**config.mk**
```make
export PLATFORM = sky130hd
export DESIGN_NAME = demux_1tom_pack
export DESIGN_NICKNAME = d
export VERILOG_FILES = /design/src/rtl/friscv_pack_pkg.sv /design/src/rtl/demux_1tom_slot_dec.sv /design/src/rtl/demux_1tom_pack.sv
export SDC_FILE = /design/constraint.sdc
export NUM_CORES = 1
export LEC_CHECK = 0
export ABC_AREA = 1
export BUFFER_PORTS_ARGS = -buffer_cell sky130_fd_sc_hd__buf_2
export CAP_MARGIN = 10
export CORE_AREA = 2 2 68 70
export DETAILED_ROUTE_END_ITERATION = 10
export DIE_AREA = 0 0 70 72
export GPL_TIMING_DRIVEN = 0
export PLACE_DENSITY_LB_ADDON = 0.2
export RECOVER_POWER = 50
export REMOVE_ABC_BUFFERS = 1
export SLEW_MARGIN = 15
export SYNTH_ARGS = -nofsm -noshare
export SYNTH_HDL_FRONTEND = slang
export SYNTH_SLANG_ARGS = --single-unit
```
**constraint.sdc**
```tcl
create_clock -name clk -period 1.7 [get_ports clk]
set_input_delay 0.51 -clock clk [delete_from_list [all_inputs] [get_ports clk]]
set_output_delay 0.51 -clock clk [all_outputs]
set_load 0.02 [all_outputs]
```
**src/rtl/friscv_pack_pkg.sv**
```systemverilog
// friscv_pack_pkg: shared state encoding and count-width helper for the word packer.
package friscv_pack_pkg;

    typedef enum logic {
        FILL = 1'b0,
        HOLD = 1'b1
    } state_t;

    function automatic int count_w(input int m);
        return $clog2(m) + 1;
    endfunction

endpackage

```
**src/rtl/demux_1tom_slot_dec.sv**
```systemverilog
// demux_1tom_slot_dec: S-bit slot index to M-bit one-hot slot write enable.
module demux_1tom_slot_dec #(
    parameter int M = 4,
    parameter int S = 2
) (
    input  logic [S-1:0] idx,
    output logic [M-1:0] sel
);

    for (genvar k = 0; k < M; k++) begin : g_sel
        assign sel[k] = (idx == S'(k));
    end

endmodule

```
**src/rtl/demux_1tom_pack.sv**
```systemverilog
// demux_1tom_pack: packs N-bit words into an M-slot vector, valid/ready on both sides.
// Define DEMUX_1TOM_PACK_PASSTHRU_EN to accept a word in HOLD while the vector drains.
module demux_1tom_pack
    import friscv_pack_pkg::*;
#(
    parameter  int N = 8,
    parameter  int M = 4,
    parameter  int S = 2,
    localparam int W = M * N
) (
    input  logic         clk,
    input  logic         rst_n,
    input  logic         in_valid,
    output logic         in_ready,
    input  logic [N-1:0] in_data,
    input  logic         in_last,
    output logic         out_valid,
    input  logic         out_ready,
    output logic [W-1:0] out_data,
    output logic [S:0]   out_count
);

    state_t         state, state_nxt;
    logic [S-1:0]   idx;
    logic [M-1:0]   sel;
    logic [W-1:0]   data_nxt;
    logic           accept, drain, done;

    demux_1tom_slot_dec #(.M(M), .S(S)) u_dec (
        .idx (idx),
        .sel (sel)
    );

    assign accept = in_valid & in_ready;
    assign drain  = out_valid & out_ready;
    // idx is always 0 in HOLD, so a pass-through word completes only on in_last or M==1
    assign done   = in_last | (idx == S'(M - 1));

    always_ff @(posedge clk or negedge rst_n) begin
        if (!rst_n) begin
            state     <= FILL;
            idx       <= '0;
            out_data  <= '0;
            out_count <= '0;
        end else begin
            state    <= state_nxt;
            out_data <= data_nxt;
            if (accept) begin
                idx <= done ? '0 : idx + S'(1);
                if (done) out_count <= (S+1)'(idx) + (S+1)'(1);
            end
        end
    end

    always_comb begin
        state_nxt = (state == HOLD && !drain) ? HOLD : (accept && done) ? HOLD : FILL;
    end

    always_comb begin
        out_valid = (state == HOLD);
`ifdef DEMUX_1TOM_PACK_PASSTHRU_EN
        in_ready  = (state == FILL) | out_ready;
`else
        in_ready  = (state == FILL);
`endif
    end

    // draining clears the vector so unfilled slots of the next one read as zero
    always_comb begin
        data_nxt = drain ? '0 : out_data;
        for (int k = 0; k < M; k++)
            if (accept && sel[k]) data_nxt[N*k +: N] = in_data;
    end

endmodule

```
==> impl_metrics.yaml, run 1 <==
outcome:
  status: "finished clean"
synthesis:
  synth_xor_area_frac: 0
  yosysWarnings: 0
  synth.cell_area_um2: 1640
  synth-compound-area-share: 0.00305
  synth-seq-area-share: 0.580
  synthCells: 180
  synth-simple-area-share: 0.329
  synth_fa_ha_area_frac: 0.0305
  synth_cell_types: 13
  ys_ff_latch: 38
  synth_top_family_by_area: "simple AND/OR/NAND/NOR gates"
  syn_avg_cell_area_um2: 9.11
  synthMuxAreaShare: 0
power:
  irDropWorstVdd_mv: 0.542
  p_per_area_nw_per_um2: 1630
  leakage_nw: 1.09
  power_mw: 3.20
setup_path:
  path_max_fanout: 6
  reg2reg_depth: 5
  r2r_start: "idx[1]"
  critPathCaptureType: "output pin"
  crit_slowest_cell: "dfrtp_1"
  path_buf_inv: 2
  ff2ff_setup_slack_ns: 0.12
  crit_type: "reg -> out"
  required_ns: 1.19
  max_stage_delay_ns: 0.45
  start_kind: "register"
  crit_family: "flip-flops"
  timing.rr.end: "out_data[11]"
  path_cells: "inv_2 -> buf_2"
  cp.arrival_ns: 1.08
cells_and_area:
  antenna_cells: 0
  finish.instance_area_um2: 1960
  nFillCells: 464
  area_delta_synth_final_pct: 19.6
  layout.nets: 242
  drive_gt1_frac: 0.196
grt:
  grt_max_degree: 39
  grtUsageMet1: 0.232
  grt_pass1_wl_um: 6620
  met3_usage: 0.0569
  grt_usage: 0.172
  antenna_found_initial: 0
  grt-busiest-layer: "met2"
  grt_overflow: 0
  grt_pass1_vias: 1332
  grt_use_met2: 0.266
cts:
  htreeDepth: 2
  cts_tree: "built"
  clkLatencyLatePin_ns: 0.29
  cts-root-buf: "clkbuf_8"
  numCtsBuffers: 5
  clk_path_buf_depth: 2
  clock_sinks: 38
  clkSlewWorstSetupHoldPaths_ns: 0.07
  post_cts_buffers: 0
route:
  vias: 1402
  drtAntennaViolNets: 0
  drt_iter0_markers: 191
  via_per_inst: 5.06
  drt_wl_total_um: 4130
  wl_per_cell_um: 14.9
  drc: 0
  first_pass_iters: 4
sta:
  slew_violations: 0
  fin_crit_ns: 1.59
  rsz0062_at_grt: "false"
  finalCritPeriodShare: 0.936
  hold_viol: 0
  worst_slack_ns: 0.109
  setup_tns_ns: 0
  setup_viol: 0
  max_freq_ghz: 0.628
  skew_ns: 0.00393
  worst_pin_slew_ns: 0.933
  slew_headroom: 0.378
  whs_ns: 0.346
hold_path:
  hold_path.class: "in -> async"
placed_design:
  post-place-ws_ns: -0.141
  dp_hpwl_um: 2730
  post_dp_cell_area_um2: 1890
  io_buffers: 49
  place.gp.congestion: 0.751
die:
  initial_core_util: 0.384
  die_area_um2: 5040
  num_rows: 24
  fp.dieH_um: 72
  ioPinCount: 50
  die_w_um: 70
  design.core.area_um2: 4260
flow_run:
  drv_cap: 0
==> area by class of cell <==
cell class / instances / area (µm²) / area share
well taps: 52 / 65.1 / 0.0332
flip-flops and latches: 38 / 951 / 0.485
multi-input cells: 124 / 619 / 0.316
repair buffers: 49 / 223 / 0.114
clock buffers: 7 / 76.3 / 0.0389
inverters: 7 / 26.3 / 0.0134
==> logic make-up (layout without fill, tap and decap cells) <==
kind of cell	after synthesis	count (layout)
adder cells (fa/ha/maj)	4	4
buffers and inverters	18	63
AND/OR/NAND/NOR	119	119
AO/OA/AOI/OAI	1	1
flip-flops	38	38
==> through the flow <==
step | utilization | instances
CTS | 0.460 | 277
finish | 0.460 | 277
global route | 0.460 | 277
detailed placement | 0.442 | 270
global placement | 0.441 | 270
floorplan | - | 169
==> cell usage in the layout (no fill, tap or decap) <==
cell      count
clkbuf_2      1
nor2_1        1
buf_2        30
clkbuf_8      5
nand3_2       3
nand2_1      43
clkbuf_1     20
dfrtp_1      38
ha_1          4
nand3_1      69
nand2_2       2
nor2_4        1
inv_2         2
o21ai_0       1
inv_1         5
==> flip-flops by register name, summed over array words and instances, names as in the netlist <==
register / flops
out_valid: 1
out_data: 32
idx: 2
out_count: 3
==> report_power, final <==
group | total, mW | internal, mW | switching, mW
Sequential | 1.39 | 1.21 | 0.178
Clock | 0.576 | 0.282 | 0.294
Combinational | 1.23 | 0.360 | 0.873
==> Yosys cell counts <==
cell / instances / area, µm²
nand3_1: 72 / 360
nand2_1: 45 / 169
dfrtp_1: 38 / 951
buf_2: 6 / 30.0
inv_1: 6 / 22.5
ha_1: 4 / 50.1
buf_6: 2 / 22.5
clkbuf_1: 2 / 7.51
buf_4: 1 / 7.51
inv_2: 1 / 3.75
nor2_1: 1 / 3.75
nor2_2: 1 / 6.26
o21ai_0: 1 / 5.00
==> layer usage <==
layer | vias up | wire length (µm)
li1 | 692 | -
met1 | 656 | 1830
met2 | 48 | 1940
met3 | 6 | 313
met4 | 0 | 48
met5 | - | 0
==> worst max-delay path by stage <==
stage	start	endpoint	slack [ns]	depth (start not counted)
final	out_valid	in_ready	0.11	2
after floorplan	in_valid	out_count[2]	-0.006	5
after CTS	idx[0]	out_data[2]	0.06	5
after global placement	in_valid	out_count[2]	-0.62	6
after detailed placement	in_valid	out_count[2]	-0.14	6
after global routing	idx[1]	out_data[11]	0.02	5
==> what timing repair did <==
| action | CTS | global route |
|---|---|---|
| hold buffers | 0 | 0 |
| resized for setup | 0 | 6 |
| endpoints found under the setup margin | 0 | 32 |
Note: power is estimated with default switching activity, not from simulation.
==> run 2, diff against run 1 <==
CORE_AREA = 2 2 61 63   (was 2 2 68 70)
DIE_AREA = 0 0 63 65   (was 0 0 70 72)
==> impl_metrics.yaml, run 2 (synthesized netlist as in run 1, its figures left out) <==
cts:
  clock_sinks: 38
  clk_path_buf_depth: 2
  numCtsBuffers: 5
  cts_tree: "built"
  ctsHoldBuffers: 0
  htreeDepth: 2
  clkSlewWorstSetupHoldPaths_ns: 0.11
  cts-root-buf: "clkbuf_4"
  clkLatencyLatePin_ns: 0.34
cells_and_area:
  layout.nets: 242
  largest_reg_flops: 32
  area_delta_synth_final_pct: 18.3
  seqCellArea_um2: 951
  fin_util: 0.555
  nFillCells: 359
  largestRegisters: "out_data: 32 flops, out_count: 3 flops, idx: 2 flops"
  antenna_cells: 0
  drive_gt1_frac: 0.204
  final_cells: 274
  final_cell_mix: "nand3_1 (69), nand2_1 (43), dfrtp_1 (38)"
  top_register: "out_data"
  final_common_cell: "nand3_1"
  finish.instance_area_um2: 1940
  multi_input_area_um2: 619
route:
  wl_per_cell_um: 14.3
  via_per_inst: 5.27
  drtAntennaViolNets: 0
  vias: 1445
  drt_iter0_markers: 109
  drt_wl_total_um: 3920
  drc: 0
  first_pass_iters: 5
sta:
  finalCritPeriodShare: 0.966
  slew_violations: 0
  fin_crit_ns: 1.64
  setup_viol: 0
  slew_headroom: 0.385
  worst_slack_ns: 0.0583
  max_freq_ghz: 0.609
  skew_ns: 0.00983
  hold_viol: 0
  worst_pin_slew_ns: 0.923
die:
  die_w_um: 63
  die_area_um2: 4100
  ioPinCount: 50
  design.core.area_um2: 3500
  num_rows: 22
  fp.dieH_um: 65
  initial_core_util: 0.469
power:
  power_mw: 3.11
  p_per_area_nw_per_um2: 1600
  p_comb_frac: 0.397
  p_int_mw: 1.77
  clkPwrFrac: 0.159
  irDropWorstVdd_mv: 0.742
  pwr-share-seq: 0.444
  swShare: 0.431
  p_switching_mw: 1.34
  leakage_nw: 1.08
flow_run:
  drv_cap: 0
grt:
  grtUsageMet1: 0.281
  grt_usage: 0.215
  antenna_found_initial: 0
  grt_pass1_vias: 1400
  grt_overflow: 0
  grt_pass1_wl_um: 6690
  met3_usage: 0.0625
  grt_max_degree: 39
  grt-busiest-layer: "met2"
  grt_use_met2: 0.335
setup_path:
  critPathCaptureType: "output pin"
  path_max_fanout: 6
  max_stage_delay_ns: 0.46
  cp.arrival_ns: 1.13
  crit_family: "flip-flops"
  path_cells: "inv_2 -> buf_2"
  required_ns: 1.19
  crit_slowest_cell: "dfrtp_1"
  start_kind: "register"
  path_buf_inv: 2
  crit_type: "reg -> out"
placed_design:
  post-place-ws_ns: -0.132
  place.gp.congestion: 0.775
  io_buffers: 49
  dp_hpwl_um: 2530
  place_inst: 266
  post_dp_cell_area_um2: 1880
outcome:
  status: "finished clean"
hold_path:
  hold_path.class: "in -> async"
==> run 2: cell types whose count changed in the layout (fill, tap and decap cells not counted) <==
cell,before,now
clkbuf_8,5,1
clkbuf_1,20,19
clkbuf_4,0,5
clkinv_2,0,1
==> run 2: worst paths after layout <==
path	from	endpoint	slack (ns)	cells past startpoint
hold reg to reg	out_count[2]	out_count[2]	0.49	2
min in group clk	out_ready	out_valid	0.35	2
setup reg to reg	idx[0]	out_data[18]	0.17	5
hold / removal	rst_n	out_data[10]	0.28	1
max in group asynchronous	rst_n	out_data[18]	0.84	1
setup / recovery	out_valid	in_ready	0.06	2
==> run 2: per-layer routing <==
| metal | up-vias | routed length, µm |
|---|---|---|
| li1 | 692 | - |
| met1 | 692 | 1750 |
| met2 | 51 | 1830 |
| met3 | 10 | 262 |
| met4 | 0 | 70 |
| met5 | - | 0 |
==> run 2: stage by stage <==
stage | TNS (ns) | hold slack (ns)
after floorplan | -0.00624 | 0.214
after global placement | -13.76 | 0.451
after detailed placement | -0.471 | 0.458
after CTS | 0 | 0.272
after global routing | -0.00156 | 0.331
final | 0 | 0.282
==> run 2: layout make-up <==
| cell class | instances | share of cell area |
|---|---|---|
| Multi-Input combinational cell | 124 | 0.319 |
| Timing Repair Buffer | 49 | 0.115 |
| Clock buffer | 7 | 0.0284 |
| Clock inverter | 1 | 0.00258 |
| Inverter | 7 | 0.0135 |
| Sequential cell | 38 | 0.490 |
| Tap cell | 48 | 0.0310 |
==> run 2: power groups by stage <==
stage | sequential, mW | clock (mW) | combinational [mW]
2_1_floorplan | 1.75 | 0 | 0.436
3_3_place_gp | 1.39 | 0 | 1.26
3_5_place_dp | 1.40 | 0 | 1.27
4_1_cts | 1.38 | 0.512 | 1.28
5_1_grt | 1.42 | 0.555 | 1.37
6_report | 1.38 | 0.494 | 1.23
==> run 2: timing repair <==
| item | in CTS | in global routing |
|---|---|---|
| buffers inserted | 0 | 0 |
| resized for setup | 0 | 6 |
| setup endpoints to repair | 0 | 36 |
